[config.mk]
export PLATFORM = sky130hd
export DESIGN_NAME = dram_page_seq
export DESIGN_NICKNAME = d
export VERILOG_FILES = /design/src/rtl/dram_page_seq.sv
export SDC_FILE = /design/constraint.sdc
export NUM_CORES = 1
export LEC_CHECK = 0
export CORE_ASPECT_RATIO = 1.5
export CORE_MARGIN = 8
export CORE_UTILIZATION = 45
export DETAILED_ROUTE_END_ITERATION = 7
export DONT_BUFFER_PORTS = 1
export PLACE_DENSITY_LB_ADDON = 0.1
export SYNTH_ARGS = -nofsm -noshare
export SYNTH_HDL_FRONTEND = slang
export SYNTH_SLANG_ARGS = --single-unit
[constraint.sdc]
create_clock -name sys_clk -period 3 [get_ports sys_clk]
set_input_delay 0.45 -clock sys_clk [delete_from_list [all_inputs] [get_ports sys_clk]]
set_output_delay 0.45 -clock sys_clk [all_outputs]
set_load 0.03 [all_outputs]
[src/rtl/dram_page_seq.sv]
// DRAM page-mode access sequencer: page hit/miss control, tracker newrow/invalidate
// strobes and CAS-before-RAS refresh scheduling, with all outputs registered.
module dram_page_seq #(
   parameter int ROW_W   = 11,
   parameter int COL_W   = 10,
   parameter int T_RP    = 2,
   parameter int T_RCD   = 2,
   parameter int T_CAS   = 2,
   parameter int REF_INT = 390
) (
   input  logic             sys_clk,
   input  logic             resl,
   input  logic             req,
   input  logic             wr,
   input  logic [ROW_W-1:0] row,
   input  logic [COL_W-1:0] col,
   input  logic             match,
   output logic             ack,
   output logic             busy,
   output logic             newrow,
   output logic             rowinv_l,
   output logic [ROW_W-1:0] ma,
   output logic             ras_l,
   output logic             cas_l,
   output logic             we_l
);

   localparam int REF_W = $clog2(REF_INT);

   typedef enum logic [2:0] {IDLE, PRE, RAS, CAS, REF_PRE, REF_CAS, REF_RAS} state_t;

   state_t             state, state_n;
   logic [7:0]         cnt, cnt_n;
   logic               page_open, page_open_n;
   logic               ref_pend;
   logic [REF_W-1:0]   ref_cnt;
   logic               inv_n, ras_l_n, cas_l_n, we_l_n, ack_n, newrow_n, busy_n;
   logic [ROW_W-1:0]   ma_n;

   // NOTE: every variable is given a default before the case so no path leaves it
   // unassigned; otherwise synthesis would infer a latch to hold the old value.
   always_comb begin
      state_n     = state;
      cnt_n       = cnt + 8'd1;
      page_open_n = page_open;
      inv_n       = 1'b0;
      case (state)
         IDLE: begin
            cnt_n = '0;
            if (ref_pend) begin
               inv_n       = 1'b1;
               page_open_n = 1'b0;
               state_n     = page_open ? REF_PRE : REF_CAS;
            end else if (req) begin
               if (match && page_open) begin
                  state_n = CAS;
               end else if (page_open) begin
                  inv_n       = 1'b1;
                  page_open_n = 1'b0;
                  state_n     = PRE;
               end else begin
                  state_n = RAS;
               end
            end
         end
         PRE: if (cnt == 8'(T_RP - 1)) begin
            state_n = RAS;
            cnt_n   = '0;
         end
         RAS: begin
            page_open_n = 1'b1;
            if (cnt == 8'(T_RCD - 1)) begin
               state_n = CAS;
               cnt_n   = '0;
            end
         end
         CAS: if (cnt == 8'(T_CAS - 1)) begin
            state_n = IDLE;
            cnt_n   = '0;
         end
         REF_PRE: if (cnt == 8'(T_RP - 1)) begin
            state_n = REF_CAS;
            cnt_n   = '0;
         end
         REF_CAS: begin
            state_n = REF_RAS;
            cnt_n   = '0;
         end
         REF_RAS: if (cnt == 8'd1) begin
            state_n     = IDLE;
            cnt_n       = '0;
            page_open_n = 1'b0;
         end
         default: begin
            state_n = IDLE;
            cnt_n   = '0;
         end
      endcase

      // Outputs are decoded from the upcoming state so the registers present
      // them in the same cycle the FSM occupies that state.
      case (state_n)
         IDLE:              ras_l_n = ~page_open_n;
         RAS, CAS, REF_RAS: ras_l_n = 1'b0;
         default:           ras_l_n = 1'b1;
      endcase
      cas_l_n  = !(state_n inside {CAS, REF_CAS, REF_RAS});
      we_l_n   = !((state_n == CAS) && wr);
      ack_n    = (state_n == CAS) && (cnt_n == 8'(T_CAS - 1));
      newrow_n = (state_n == RAS) && (state != RAS);
      busy_n   = (state_n != IDLE);
      ma_n     = ma;
      if (state_n == RAS)      ma_n = row;
      else if (state_n == CAS) ma_n = ROW_W'(col);
   end

   // NOTE: sequential state uses non-blocking assignments so every register
   // samples the pre-edge values, independent of statement order.
   always_ff @(posedge sys_clk or negedge resl) begin
      if (!resl) begin
         state     <= IDLE;
         cnt       <= '0;
         page_open <= 1'b0;
         ras_l     <= 1'b1;
         cas_l     <= 1'b1;
         we_l      <= 1'b1;
         ack       <= 1'b0;
         newrow    <= 1'b0;
         busy      <= 1'b0;
         rowinv_l  <= 1'b0;
         ma        <= '0;
      end else begin
         state     <= state_n;
         cnt       <= cnt_n;
         page_open <= page_open_n;
         ras_l     <= ras_l_n;
         cas_l     <= cas_l_n;
         we_l      <= we_l_n;
         ack       <= ack_n;
         newrow    <= newrow_n;
         busy      <= busy_n;
         rowinv_l  <= ~inv_n;
         ma        <= ma_n;
      end
   end

   // Refresh timer: a pending refresh absorbs further expiries until serviced.
   always_ff @(posedge sys_clk or negedge resl) begin
      if (!resl) begin
         ref_cnt  <= REF_W'(REF_INT - 1);
         ref_pend <= 1'b0;
      end else if (ref_cnt == '0) begin
         ref_cnt  <= REF_W'(REF_INT - 1);
         ref_pend <= 1'b1;
      end else begin
         ref_cnt <= ref_cnt - REF_W'(1);
         if (state == REF_RAS) ref_pend <= 1'b0;
      end
   end

endmodule

# After elaboration in Yosys (flattened, before gate mapping)
# Index checks and enable logic that the tools add are counted.
[word_totals]
reg_bits = 40
input_bits = 26
out_inout_bits = 18
[op_classes]
n_addsub = 2
eq_ne = 13
n_mux = 28
n_bitwise = 2
reduce_logical = 16
[op_table]
columns = ["cell", "n"]
rows = [
  ["2-to-1 mux 11 bit", 2],
  ["2-to-1 mux 3 bit", 6],
  ["one-hot mux 3 bit (6 select lines)", 1],
  ["== test 8 x 1 -> 1 bit (second input constant)", 2],
  ["2-to-1 mux 8 bit", 2],
  ["== test 3 bit (second input constant)", 5],
  ["== test 3 x 2 -> 1 bit (second input constant)", 4],
  ["2-to-1 mux 1 bit", 12],
  ["logical NOT 9 bit", 1],
  ["2-to-1 mux 9 bit", 1],
  ["subtractor 9 x 1 -> 9 bit (second input constant)", 1],
  ["adder 8 x 1 -> 8 bit (second input constant)", 1],
  ["logical NOT 3 bit", 2],
  ["nonzero test 3 bit", 2],
  ["OR reduction 5 bit", 1],
  ["logical AND 1 bit", 4],
  ["2-to-1 mux 2 bit", 2],
  ["nonzero test 2 bit", 2],
  ["== test 3 x 1 -> 1 bit (second input constant)", 1],
  ["!= test 3 x 2 -> 1 bit (second input constant)", 1],
  ["one-hot mux 1 bit (3 select lines)", 1],
  ["OR reduction 3 bit", 1],
  ["logical NOT 1 bit", 2],
  ["NOT 1 bit", 2],
  ["2 further kinds", 2],
]

# Logic depth before layout (Yosys ltp)
# Gate-level depths: netlist of run 1.
[logic_depth]
word_depth = 8
mapped_depth = 8

# Worst setup path after synthesis of run 1
# No wires, ideal clock.
[synth_timing]
path_kind = "register -> register"
start = "reg cnt[1]"
end = "reg ma[10]"
setup_time_ns = 0.121
arrival_time_ns = 1.937
required_ns = 2.879
path_slack_ns = 0.942
path_stages_with_launch = 9
period_less_slack_ns = 2.058
path_cell_list = "dfrtp_1 inv_1 ha_1 or4b_4 o21ai_4 a311oi_4 and3_1 buf_6 a22o_1"
[synth_between]
elab_chain_cells = 5
elab_cells_between_ends = 10
cone_classes = "3 x eq/ne; 6 x mux; 1 x reduce/logical"
[synth_rtl]
columns = ["element", "line_no", "text"]
rows = [
  ["start, declared", "33", "logic [7:0] cnt, cnt_n;"],
  ["start signal, assigned", "134", "cnt <= cnt_n;"],
  ["== test 8 x 1 -> 1 bit *", "--", ""],
  ["2-to-1 mux 3 bit (on tied branches)", "--", ""],
  ["one-hot mux 3 bit (6 select lines) *", "47", "case (state)"],
  ["== test 3 x 2 -> 1 bit (on tied branches)", "113, 114", ""],
  ["2-to-1 mux 11 bit or nonzero test 2 bit (tied branches)", "--", ""],
  ["end signal, assigned", "143", "ma <= ma_n;"],
  ["end, declared", "22", "output logic [ROW_W-1:0] ma,"],
]
# Every way passes the cells marked *; elsewhere a longest branch is shown, timed or not.
# A chain may end at the register's enable or synchronous reset.

# Worst setup path after layout of run 1
[layout_timing]
start = "reg state[1]"
end = "reg newrow"
[layout_between]
elab_chain_cells = 5
elab_cells_between_ends = 18
cone_classes = "8 x eq/ne; 7 x mux; 3 x reduce/logical"
[layout_rtl]
columns = ["element", "line_no", "text"]
rows = [
  ["start, declared", "32", "state_t state, state_n;"],
  ["start signal, assigned", "133", "state <= state_n;"],
  ["== test 3 bit, or another cell as far along", "47", ""],
  ["OR reduction 2 bit (no source line) or 2-to-1 mux 3 bit (tied branches)", "--", ""],
  ["one-hot mux 3 bit (6 select lines)", "47", ""],
  ["== test 3 x 2 -> 1 bit", "110", "newrow_n = (state_n == RAS) && (state != RAS);"],
  ["logical AND 1 bit *", "110", ""],
  ["via newrow_n", "37", "logic inv_n, ras_l_n, cas_l_n, we_l_n, ack_n, newrow_n, busy_n;"],
  ["end signal, assigned", "140", "newrow <= newrow_n;"],
  ["end, declared", "20", "output logic newrow,"],
]
# Mark *: on every way through the listed nets, which the timed path passes. The rest lies on a longest branch.

==> results of run 1 <==
-- Yosys cell counts (all sizes together), types with 2 or more instances --
library cell / n
xor2: 3
nor2: 26
a21oi: 12
a311oi: 2
nand4: 2
a221oi: 6
nand3: 7
or3: 3
a31oi: 6
dfstp: 7
dfrtp: 33
buf: 4
clkbuf: 3
nor4: 3
nor3: 5
inv: 19
o31ai: 3
ha: 3
xnor2: 7
nand2b: 3
nor2b: 2
o21ai: 15
nand2: 18
-- metrics by stage --
stage | instance area (um^2) | worst slack [ns] | hold slack [ns]
2_1_floorplan | 2130 | 0.942 | 0.154
3_3_place_gp | 2180 | 0.758 | 0.156
3_5_place_dp | 2180 | 0.646 | 0.156
4_1_cts | 2290 | 0.619 | 0.174
5_1_grt | 2290 | 0.363 | 0.168
6_report | 2290 | 0.612 | 0.186
-- where the power goes --
part / switching (W) / internal [W] / leakage (nW)
clock: 0.000186 / 0.000162 / 0.0479
combinational: 0.000540 / 0.000389 / 0.438
sequential: 0.000381 / 0.000705 / 0.472
total: 0.00111 / 0.00126 / 0.958
-- critical path, cell delays in order (launching register included) --
cell,delay [ns]
dfrtp_1,0.64
clkinv_1,0.38
nand3_1,0.21
a2bb2oi_1,0.37
and3_1,0.50
a21boi_1,0.21
-- metal layers --
layer  up-vias  part of all wire, %  GRT usage (%)
li1        771                    -              -
met4         0                  3.5           7.42
met3        14                  5.0           3.29
met2        58                   55           24.8
met1       748                   36           14.3
met5         -                    0              0
-- logic make-up after synthesis --
group	count (synthesis)	share of synthesized area [%]
AO/OA/AOI/OAI	56	20.5
XOR/XNOR	10	4.10
adder cells (fa/ha/maj)	3	1.76
buffers and inverters	27	5.69
flip-flops	40	47.3
multiplexers	1	1.06
AND/OR/NAND/NOR	79	19.6
-- registers in the layout, indices dropped and copies added, names as in the netlist, 3 cells and up --
signal / count
cnt: 8
ma: 11
ref_cnt: 9
state: 3
-- worst max-delay path by stage --
stage / start / end / depth (start not counted)
CTS: cnt[1] / newrow / 7
detailed placement: cnt[1] / newrow / 7
global route: state[1] / newrow / 5
floorplan: cnt[1] / ma[10] / 8
finish: state[1] / newrow / 5
global placement: state[1] / newrow / 5
-- area by class of cell --
type,count,area (um^2)
Clock buffer,5,68.8
Clock inverter,3,18.8
Fill cell,425,2250
Inverter,20,75.1
Multi-Input combinational cell,149,1000
Sequential cell,40,1010
Tap cell,64,80.1
Timing Repair Buffer,3,37.5
==> summary.txt, run 1 <==
Outcome
  – Status: completed

Routing
  – DRC Markers: 0
  – Routed vias/inst: approximately 5.6
  – DRT Wirelength: 4780 um
  – Remaining antenna violation count: 0
  – DR pass1 iterations: 4
  – Vias: ~1600
  – WL/cell: between 15 and 20 um
  – Number of DRC markers in iteration 0: 89

Timing
  – Crit path time final: 2.39 ns
  – RSZ-0062 raised after global routing: false
  – Final TNS setup: 0 ns
  – Worst Skew: slightly below 0.009 ns
  – Maximum clock rate: around 0.42 GHz
  – Worst-Margin Slew: 0.587 ns
  – Final worst path period share: around four fifths
  – Final Slew Violations: 0
  – Final setup viols: 0
  – Hold Fails Final Rpt: 0
  – Worst slew margin: 60.9%

Logic synthesis
  – Syn nets: between 200 and 250
  – Synthesized area per cell: around 9.9 um^2
  – Count of cell types in the netlist: between 50 and 60
  – Cell count after synthesis: ~220
  – Cell area after synthesis: 2130 um^2
  – Post-synth top area share: 38.7%
  – Post-synth EDFFs: 0
  – Synthesis Warnings: 0
  – Synth top area cells: dfrtp_1, dfstp_2, nor2_1
  – Register area share after synthesis: roughly 47%
  – Yosys top cell by area: dfrtp_1
  – Dominant synthesized flop cell: dfrtp_1
  – Synthesized flop and latch total: 40
  – Asr flop ratio synth: between 90% and 100%

Floorplan
  – Starting density of the core: 47.0%
  – Die Ht: ~100 um
  – Core area: 4540 um^2
  – Die ar.: between 7000 and 8000 um^2
  – Num rows: 30
  – Top-Level Pins: 44
  – Die width: 72.2 um

Placement
  – Detailed Place HPWL: 3620 um
  – GP Congestion: 0.878
  – PortBufs: 0
  – Placed cells: roughly 270

Finish
  – Post-route insts no fill: between 200 and 300
  – Layout Utilization: 50.5%
  – Fraction of layout cells with a size suffix above 1: 15.5%
  – Nets: 248
  – Most common cell after layout, fill and taps aside: dfrtp_1
  – Area Growth Syn to Fin: 7.44%
  – Most frequent cells in the layout: dfrtp_1, nor2_1, inv_1
  – Antenna diodes: 0

Worst setup path
  – RR Endpoint: newrow
  – Required @ worst endpoint: roughly 3.2 ns
  – Maximum fanout along the worst path: 13
  – CP startpoint kind: flop
  – Reg2Reg Depth: 5
  – Critical Path Sink Type: flop
  – Reg2Reg Setup Slack: roughly 0.61 ns
  – Crit Path Class: reg2reg
  – Worst flop-to-flop path startpoint: state[1]
  – CP arrival: approximately 2.6 ns

Clocking
  – Setup bufs post-CTS: 0
  – TritonCTS buffer count: 5
  – CTS Hold Bufs: 2
  – Post_cts resized: 0
  – Clk pin slew, worst setup/hold paths: approximately 0.08 ns
  – H-tree depth: 2
  – CTS tree: built
  – Clock Path Buffers: 2
  – CTS Sinks: 40
  – CTS root buf: clkbuf_8
  – Skew-Pair Late Insertion Delay: just under 0.3 ns

Run
  – Max-cap violations: 0

Global routing
  – First-pass GRT wire length: slightly below 8000 um
  – Initial antenna violation count: 0
  – GR Overflow Total: 0
  – Largest net degree at the start of global routing: 41
  – Number of global-route vias before repair: around 1600
  – Total track usage: about 14%

Power
  – Total power: approximately 0.0024 W
  – Maximum vdd drop: 0.454 mV
  – Power Dens Cells: between 1000 and 1500 nW/um^2
  – Leakage: between 0.9 and 1 nW

Hold path
  – Min-Delay Path Class: in2reg
  – WHS Endpoint: we_l
  – Hold Crit Start: wr
  – Worst hold stages: 1
No activity file was read; power rests on OpenSTA's default activity.
==> inputs of run 2 (changes only) <==
Settings changed: ABC_AREA set to 1.
Clock period 3 ns to 2.26 ns, I/O delays scaled along.
==> run 2 against run 1 <==
  * Critical path depth up 6
  * Via count grew 7.7%
  * Synthesized cell count increased by 26%
  * First-iteration DRC count decreased by 56%
  * Design area rose by 4.8%
  * Final cell count grew 22%
  * Maximum frequency grew 25%
  * Sequential share of layout area decreased by 2.0 points
  * Clock power rose by 40%
  * Clock skew grew 0.0012 ns
==> summary.txt, run 2 <==
Run
  – Max-cap violations: 0 (unchanged)

Global routing
  – First-pass GRT wire length: 8070 um (+1.9%)
  – Largest net degree at the start of global routing: 41 (unchanged)
  – Number of global-route vias before repair: 1824 (+13%)
  – GR Overflow Total: 0 (unchanged)
  – Initial antenna violation count: 0 (unchanged)
  – Total track usage: 13.7% (-0.16 points)

Logic synthesis
  – Top-count cell post-synth: nand2_1
  – Count of cell types in the netlist: 32 (-42%)
  – Asr flop ratio synth: 100% (unchanged)
  – Synthesized area per cell: 8.17 um^2 (-17%)
  – Xor and xnor area share after synthesis: 0.789% (-3.3 points)
  – Cell count after synthesis: 272 (+26%)
  – Mux contribution to synthesized area: 0% (-1.1 points)
  – Synth top area cells: dfrtp_1, nand2_1, dfstp_2
  – Largest family of logic cells by synthesized area: simple AND/OR/NAND/NOR gates
  – Simple-gate share of the synthesized area: 33.4% (+14 points)
  – Cell area after synthesis: 2220 um^2 (+4.0%)
  – Register area share after synthesis: 45.5% (-1.8 points)
  – Syn nets: 301 (+23%)
  – Compound-cell area share of the yosys netlist: 9.69% (-11 points)
  – Post-synth top area share: 37.2% (-1.5 points)
  – Post-synth top cells: nand2_1, inv_1, nor2_1
  – Adder-Cell Fraction of Synth Area: 1.69% (-0.068 points)
  – Post-synth EDFFs: 0 (unchanged)
  – Synthesis Warnings: 0 (unchanged)
  – Yosys top cell by area: dfrtp_1
  – Synthesized flop and latch total: 40 (unchanged)
  – Dominant synthesized flop cell: dfrtp_1

Floorplan
  – Die width: 73.4 um (+1.6%)
  – Core area: 4810 um^2 (+5.9%)
  – Die ar.: 7490 um^2 (+3.3%)
  – Num rows: 31 (+3.3%)
  – Top-Level Pins: 44 (unchanged)
  – Die Ht: 102 um (+1.7%)
  – Starting density of the core: 46.2% (-0.82 points)

Timing
  – Hold Fails Final Rpt: 0 (unchanged)
  – RSZ-0062 raised after global routing: false
  – Worst-Margin Slew: 0.377 ns (-0.210 ns)
  – Final worst path period share: 84.5% (+5.0 points)
  – Maximum clock rate: 0.523 GHz (+25%)
  – Final TNS setup: 0 ns (unchanged)
  – Final setup viols: 0 (unchanged)
  – Final Slew Violations: 0 (unchanged)
  – Worst slew margin: 74.8% (+14 points)
  – Crit path time final: 1.91 ns (-0.477 ns)
  – Setup ws final: 0.349 ns (-0.263 ns)
  – Worst Skew: 0.0101 ns (+0.00121 ns)

Placement
  – GP Congestion: 0.840 (-4.2%)
  – PortBufs: 0 (unchanged)
  – Area post-placement: 2280 um^2 (+4.8%)
  – DP Worst Slack: 0.349 ns (-0.297 ns)
  – Detailed Place HPWL: 3550 um (-2.1%)

Worst setup path
  – Maximum fanout along the worst path: 10 (-3)
  – CP Cell Sequence: inv_1 -> ha_1 -> nand2_1 -> nor2_2 -> nand2_4 -> nand2_1 -> nand2_1 -> a21oi_4 -> nand3_4 -> nor2_1 -> nor2_1
  – Worst path max stage delay: 0.40 ns (-0.24 ns)
  – Crit Path Class: reg2reg
  – Cell family with the largest share of critical-path delay: simple AND/OR/NAND/NOR gates
  – Critical Path Sink Type: flop
  – Required @ worst endpoint: 2.45 ns (-0.77 ns)
  – Buf+Inv Stages, Crit Path: 1 (unchanged)
  – Crit-path most repeated cell: nand2_1
  – Slowest CP cell: dfrtp_1
  – CP startpoint kind: flop
  – CP arrival: 2.10 ns (-0.51 ns)

Finish
  – Flip-flop count of the largest register after layout: 11 (unchanged)
  – Post-route design area: 2400 um^2 (+4.8%)
  – Area Growth Syn to Fin: 8.23%
  – Largest Register: ma
  – Nets: 308 (+24%)
  – Antenna diodes: 0 (unchanged)
  – Fraction of layout cells with a size suffix above 1: 21.8% (+6.3 points)
  – Most common cell after layout, fill and taps aside: nand2_1
  – Regs by FF count: ma: 11 flops, ref_cnt: 9 flops, cnt: 8 flops
  – # fillers: 507 (+19%)
  – Most frequent cells in the layout: nand2_1, inv_1, nor2_1

Routing
  – Routed vias/inst: 4.95 (-12%)
  – DRC Markers: 0 (unchanged)
  – WL/cell: 13.3 um (-21%)
  – Vias: 1713 (+7.7%)
  – DRT Wirelength: 4610 um (-3.7%)
  – Number of DRC markers in iteration 0: 39 (-56%)
  – DR pass1 iterations: 4 (unchanged)
  – Remaining antenna violation count: 0 (unchanged)

Power
  – Maximum vdd drop: 0.853 mV (+88%)
  – Leakage: 1.17 nW (+22%)
  – Power Dens Cells: 1350 nW/um^2 (+31%)
  – Total power: 0.00325 W (+38%)

Clocking
  – Clock Path Buffers: 2 (unchanged)
  – Setup bufs post-CTS: 0 (unchanged)
  – CTS root buf: clkbuf_8
  – TritonCTS buffer count: 5 (unchanged)
  – Post_cts resized: 0 (unchanged)
  – CTS Sinks: 40 (unchanged)
  – Skew-Pair Late Insertion Delay: 0.30 ns (about the same)
  – Clk pin slew, worst setup/hold paths: 0.09 ns (about the same)
  – CTS tree: built
  – H-tree depth: 2 (unchanged)

Outcome
  – Status: completed

Hold path
  – Min-Delay Path Class: in2reg
## run 2: layout make-up
type	count	area, um^2	share of cell area, %
Timing Repair Buffer	3	37.5	1.56
Multi-Input combinational cell	184	1010	42.1
Clock buffer	5	68.8	2.86
Tap cell	66	82.6	3.44
Inverter	45	169	7.03
Sequential cell	40	1010	42.0
Clock inverter	3	23.8	0.989
## run 2: power breakdown
| part | switching [W] | leakage, nW | total, W | internal (W) |
|---|---|---|---|---|
| Combinational | 0.000889 | 0.660 | 0.00136 | 0.000472 |
| Sequential | 0.000458 | 0.469 | 0.00141 | 0.000948 |
| Clock | 0.000268 | 0.0404 | 0.000487 | 0.000219 |
| Total | 0.00161 | 1.17 | 0.00325 | 0.00164 |
## run 2: cell families (layout without fill, tap and decap cells)
logic type | after synthesis | in the layout
AOI/OAI and AO/OA | 33 | 33
adders and majority gates | 3 | 3
and+or+nand+nor | 146 | 146
buffers and inverters | 48 | 56
DFF | 40 | 40
xor gates and xnor gates | 2 | 2
## run 2: path summary, 6_finish.rpt
path / slack (ns) / end / from / depth (start not counted)
min: 0.07 / we_l / wr / 1
max reg2reg: 0.35 / ma[1] / cnt[1] / 11
max: 0.35 / ma[1] / cnt[1] / 11
max in group asynchronous: 1.49 / ras_l / resl / 2
min reg2reg: 0.46 / ref_cnt[0] / ref_cnt[0] / 1
min in group asynchronous: 0.51 / ack / resl / 2
## run 2: through the flow
| step | cells | hold WS (ns) | utilization, % |
|---|---|---|---|
| 2_1_floorplan | 272 | 0.0434 | - |
| 4_1_cts | 346 | 0.0581 | 50.0 |
| 6_report | 346 | 0.0682 | 50.0 |
| 5_1_grt | 346 | 0.0505 | 50.0 |
| 3_3_place_gp | 336 | 0.0454 | 47.4 |
| 3_5_place_dp | 336 | 0.0454 | 47.4 |
## run 2: timing repair
item,4_1_cts,5_1_grt
setup endpoints to repair,0,0
hold endpoints to repair,40,0
hold buffers,2,0
## run 2: metal layers
metal  routed length, um  share of wire [%]  track usage, %  vias to the layer above
met5                   0                  0               0                        -
met4                 108                2.3            5.56                        0
met3                 274                6.0            4.72                       12
met2                2450                 53            24.7                       37
met1                1770                 38            13.8                      800
li1                    -                  -               -                      864
==> inputs of run 3 (changes only) <==
Settings changed: ABC_AREA 1 to 0.
Clock period 2.26 ns to 1.7 ns, I/O delays scaled along.
==> run 3 against run 2 <==
  * Highest routed layer unchanged
  * Clock power rose by 90%
  * Non-clock buffer count grew 45
  * First-iteration DRC count up 69%
  * Setup slack got worse by 0.70 ns
  * Maximum frequency down 6.6%
  * Clock skew decreased by 0.0017 ns
  * The flow now finishes with violations (negative setup slack)
  * Sequential share of layout area shrank 6.5 points
==> summary.txt, run 3 (synthesis results as in run 1) <==
Outcome
  – Status: complete, but fails checks
  – Failing checks: negative setup slack

Timing
  – Final worst path period share: 120% (+36 points)
  – Crit path time final: 2.05 ns (+0.136 ns)
  – Hold Fails Final Rpt: 0 (unchanged)
  – Setup ws final: -0.346 ns (-0.696 ns)
  – Maximum clock rate: 0.489 GHz (-6.6%)
  – Worst slew margin: 65.9% (-8.9 points)
  – Final Slew Violations: 0 (unchanged)
  – Final setup viols: 18 (+18)
  – RSZ-0062 raised after global routing: true
  – Final TNS setup: -4.66 ns (-4.66 ns)
  – Worst Skew: 0.00841 ns (-0.00169 ns)
  – Worst-Margin Slew: 0.508 ns (+0.131 ns)

Global routing
  – Largest net degree at the start of global routing: 41 (unchanged)
  – GR Overflow Total: 0 (unchanged)
  – GR Util met1: 16.2% (+2.4 points)
  – Number of global-route vias before repair: 1916 (+5.0%)
  – First-pass GRT wire length: 9250 um (+15%)
  – Met2 Use GR: 29.7% (+4.9 points)
  – Total track usage: 16.1% (+2.4 points)
  – Initial antenna violation count: 0 (unchanged)
  – GRT Max-Usage Layer: met2
  – GR Util met3: 4.09% (-0.62 points)

Power
  – Maximum vdd drop: 1.02 mV (+20%)
  – Power Dens Cells: 1890 nW/um^2 (+39%)
  – Seq pwr share: 34.4% (-8.8 points)
  – Comb pwr share: 48.4% (+6.6 points)
  – Sw Ratio: 42.2% (-7.5 points)
  – Leakage: 1.24 nW (+5.7%)
  – NetSw: 0.00226 W (+40%)
  – Int Power: 0.00310 W (+89%)
  – Clock power frac: 17.3% (+2.3 points)

Worst setup path
  – Buf+Inv Stages, Crit Path: 1 (unchanged)
  – Cell family with the largest share of critical-path delay: simple AND/OR/NAND/NOR gates
  – CP startpoint kind: flop
  – Critical Path Sink Type: flop
  – Crit Path Class: reg2reg
  – Required @ worst endpoint: 1.92 ns (-0.53 ns)
  – Slowest CP cell: or4b_4
  – CP arrival: 2.27 ns (+0.17 ns)
  – Worst path max stage delay: 0.53 ns (+0.13 ns)
  – CP Cell Sequence: inv_1 -> ha_1 -> or4b_4 -> nor2_8 -> xnor2_1 -> mux4_2 -> a31oi_1
  – Maximum fanout along the worst path: 4 (-6)

Placement
  – PortBufs: 0 (unchanged)
  – Detailed Place HPWL: 4190 um (+18%)
  – GP Congestion: 0.859 (+2.2%)
  – Area post-placement: 2490 um^2 (+9.3%)
  – Placed cells: 315 (-6.3%)

Clocking
  – CTS root buf: clkbuf_8
  – CTS tree: built
  – H-tree depth: 2 (unchanged)
  – CTS Sinks: 40 (unchanged)
  – Skew-Pair Late Insertion Delay: 0.30 ns (about the same)
  – Clk pin slew, worst setup/hold paths: 0.08 ns (about the same)
  – TritonCTS buffer count: 5 (unchanged)
  – Clock Path Buffers: 2 (unchanged)

Finish
  – Antenna diodes: 0 (unchanged)
  – Flip-flop count of the largest register after layout: 11 (unchanged)
  – Post-route insts no fill: 329 (-4.9%)
  – Post-route design area: 2840 um^2 (+18%)
  – Most frequent cells in the layout: buf_4, dfrtp_1, nor2_1
  – Most common cell after layout, fill and taps aside: buf_4
  – Largest Register: ma
  – Fraction of layout cells with a size suffix above 1: 37.4% (+16 points)
  – Area Growth Syn to Fin: 33.2%
  – Nets: 293 (-4.9%)
  – # fillers: 366 (-28%)
  – Regs by FF count: ma: 11 flops, ref_cnt: 9 flops, cnt: 8 flops

Run
  – Max-cap violations: 0 (unchanged)

Routing
  – DR pass1 iterations: 4 (unchanged)
  – DRC Markers: 0 (unchanged)
  – Number of DRC markers in iteration 0: 66 (+69%)
  – Vias: 1823 (+6.4%)
  – Remaining antenna violation count: 0 (unchanged)
  – WL/cell: 17.6 um (+32%)
  – DRT Wirelength: 5790 um (+26%)
  – Routed vias/inst: 5.54 (+12%)

Floorplan
  – Core area: 4540 um^2 (-5.6%)
  – Num rows: 30 (-3.2%)
  – Die Ht: 100 um (-1.7%)
  – Starting density of the core: 47.0% (+0.82 points)
  – Die width: 72.2 um (-1.5%)
  – Die ar.: 7250 um^2 (-3.2%)
  – Top-Level Pins: 44 (unchanged)

Hold path
  – Min-Delay Path Class: in2reg
==> run 3: what timing repair did <==
| action | 4_1_cts | 5_1_grt |
|---|---|---|
| pin swaps | 7 | 11 |
| endpoints found under the setup margin | 33 | 36 |
| resized for setup | 16 | 23 |
| hold buffers | 3 | 0 |
| endpoints found under the hold margin | 41 | 0 |
| buffers inserted | 1 | 2 |
==> run 3: metrics by stage <==
stage / setup WS, ns / util, % / power, W / hold WS [ns]
after floorplan: -0.330 / - / 0.00324 / -0.0406
after global placement: -0.331 / 54.9 / 0.00401 / -0.0392
after detailed placement: -0.423 / 54.9 / 0.00409 / -0.0394
after CTS: -0.326 / 60.0 / 0.00523 / 0.0731
after global routing: -0.432 / 62.6 / 0.00568 / 0.0812
final: -0.346 / 62.6 / 0.00536 / 0.0809
==> run 3: power groups by stage <==
| stage | logic, W | registers [W] | clock network (W) |
|---|---|---|---|
| finish | 0.00259 | 0.00184 | 0.000927 |
| global route | 0.00282 | 0.00188 | 0.000976 |
| CTS | 0.00243 | 0.00185 | 0.000953 |
| detailed placement | 0.00223 | 0.00186 | 0 |
| global placement | 0.00215 | 0.00185 | 0 |
| floorplan | 0.00145 | 0.00179 | 0 |
==> run 3: area by class of cell <==
| type | count | area [um^2] | area share, % |
|---|---|---|---|
| clock buffers | 6 | 72.6 | 2.55 |
| flip-flops and latches | 40 | 1010 | 35.5 |
| repair buffers | 48 | 397 | 14.0 |
| multi-input cells | 149 | 1150 | 40.4 |
| well taps | 64 | 80.1 | 2.82 |
| inverters | 20 | 75.1 | 2.64 |
| clock inverters | 2 | 60.1 | 2.11 |
==> run 3: path summary, 6_finish.rpt <==
kind	from	to	slack, ns	cells past startpoint
setup / recovery	cnt[1]	cas_l	-0.35	7
hold / removal	row[10]	ma[10]	0.08	1
setup reg to reg	cnt[1]	cas_l	-0.35	7
hold reg to reg	ref_cnt[8]	ref_cnt[8]	0.54	2
max in group asynchronous	resl	ras_l	1.02	2
min in group asynchronous	resl	ma[3]	0.42	2
==> run 3: per-layer routing <==
metal / wire [um] / up-vias
met3: 270 / 15
li1: - / 862
met1: 2220 / 894
met5: 0 / -
met4: 148 / 0
met2: 3150 / 52
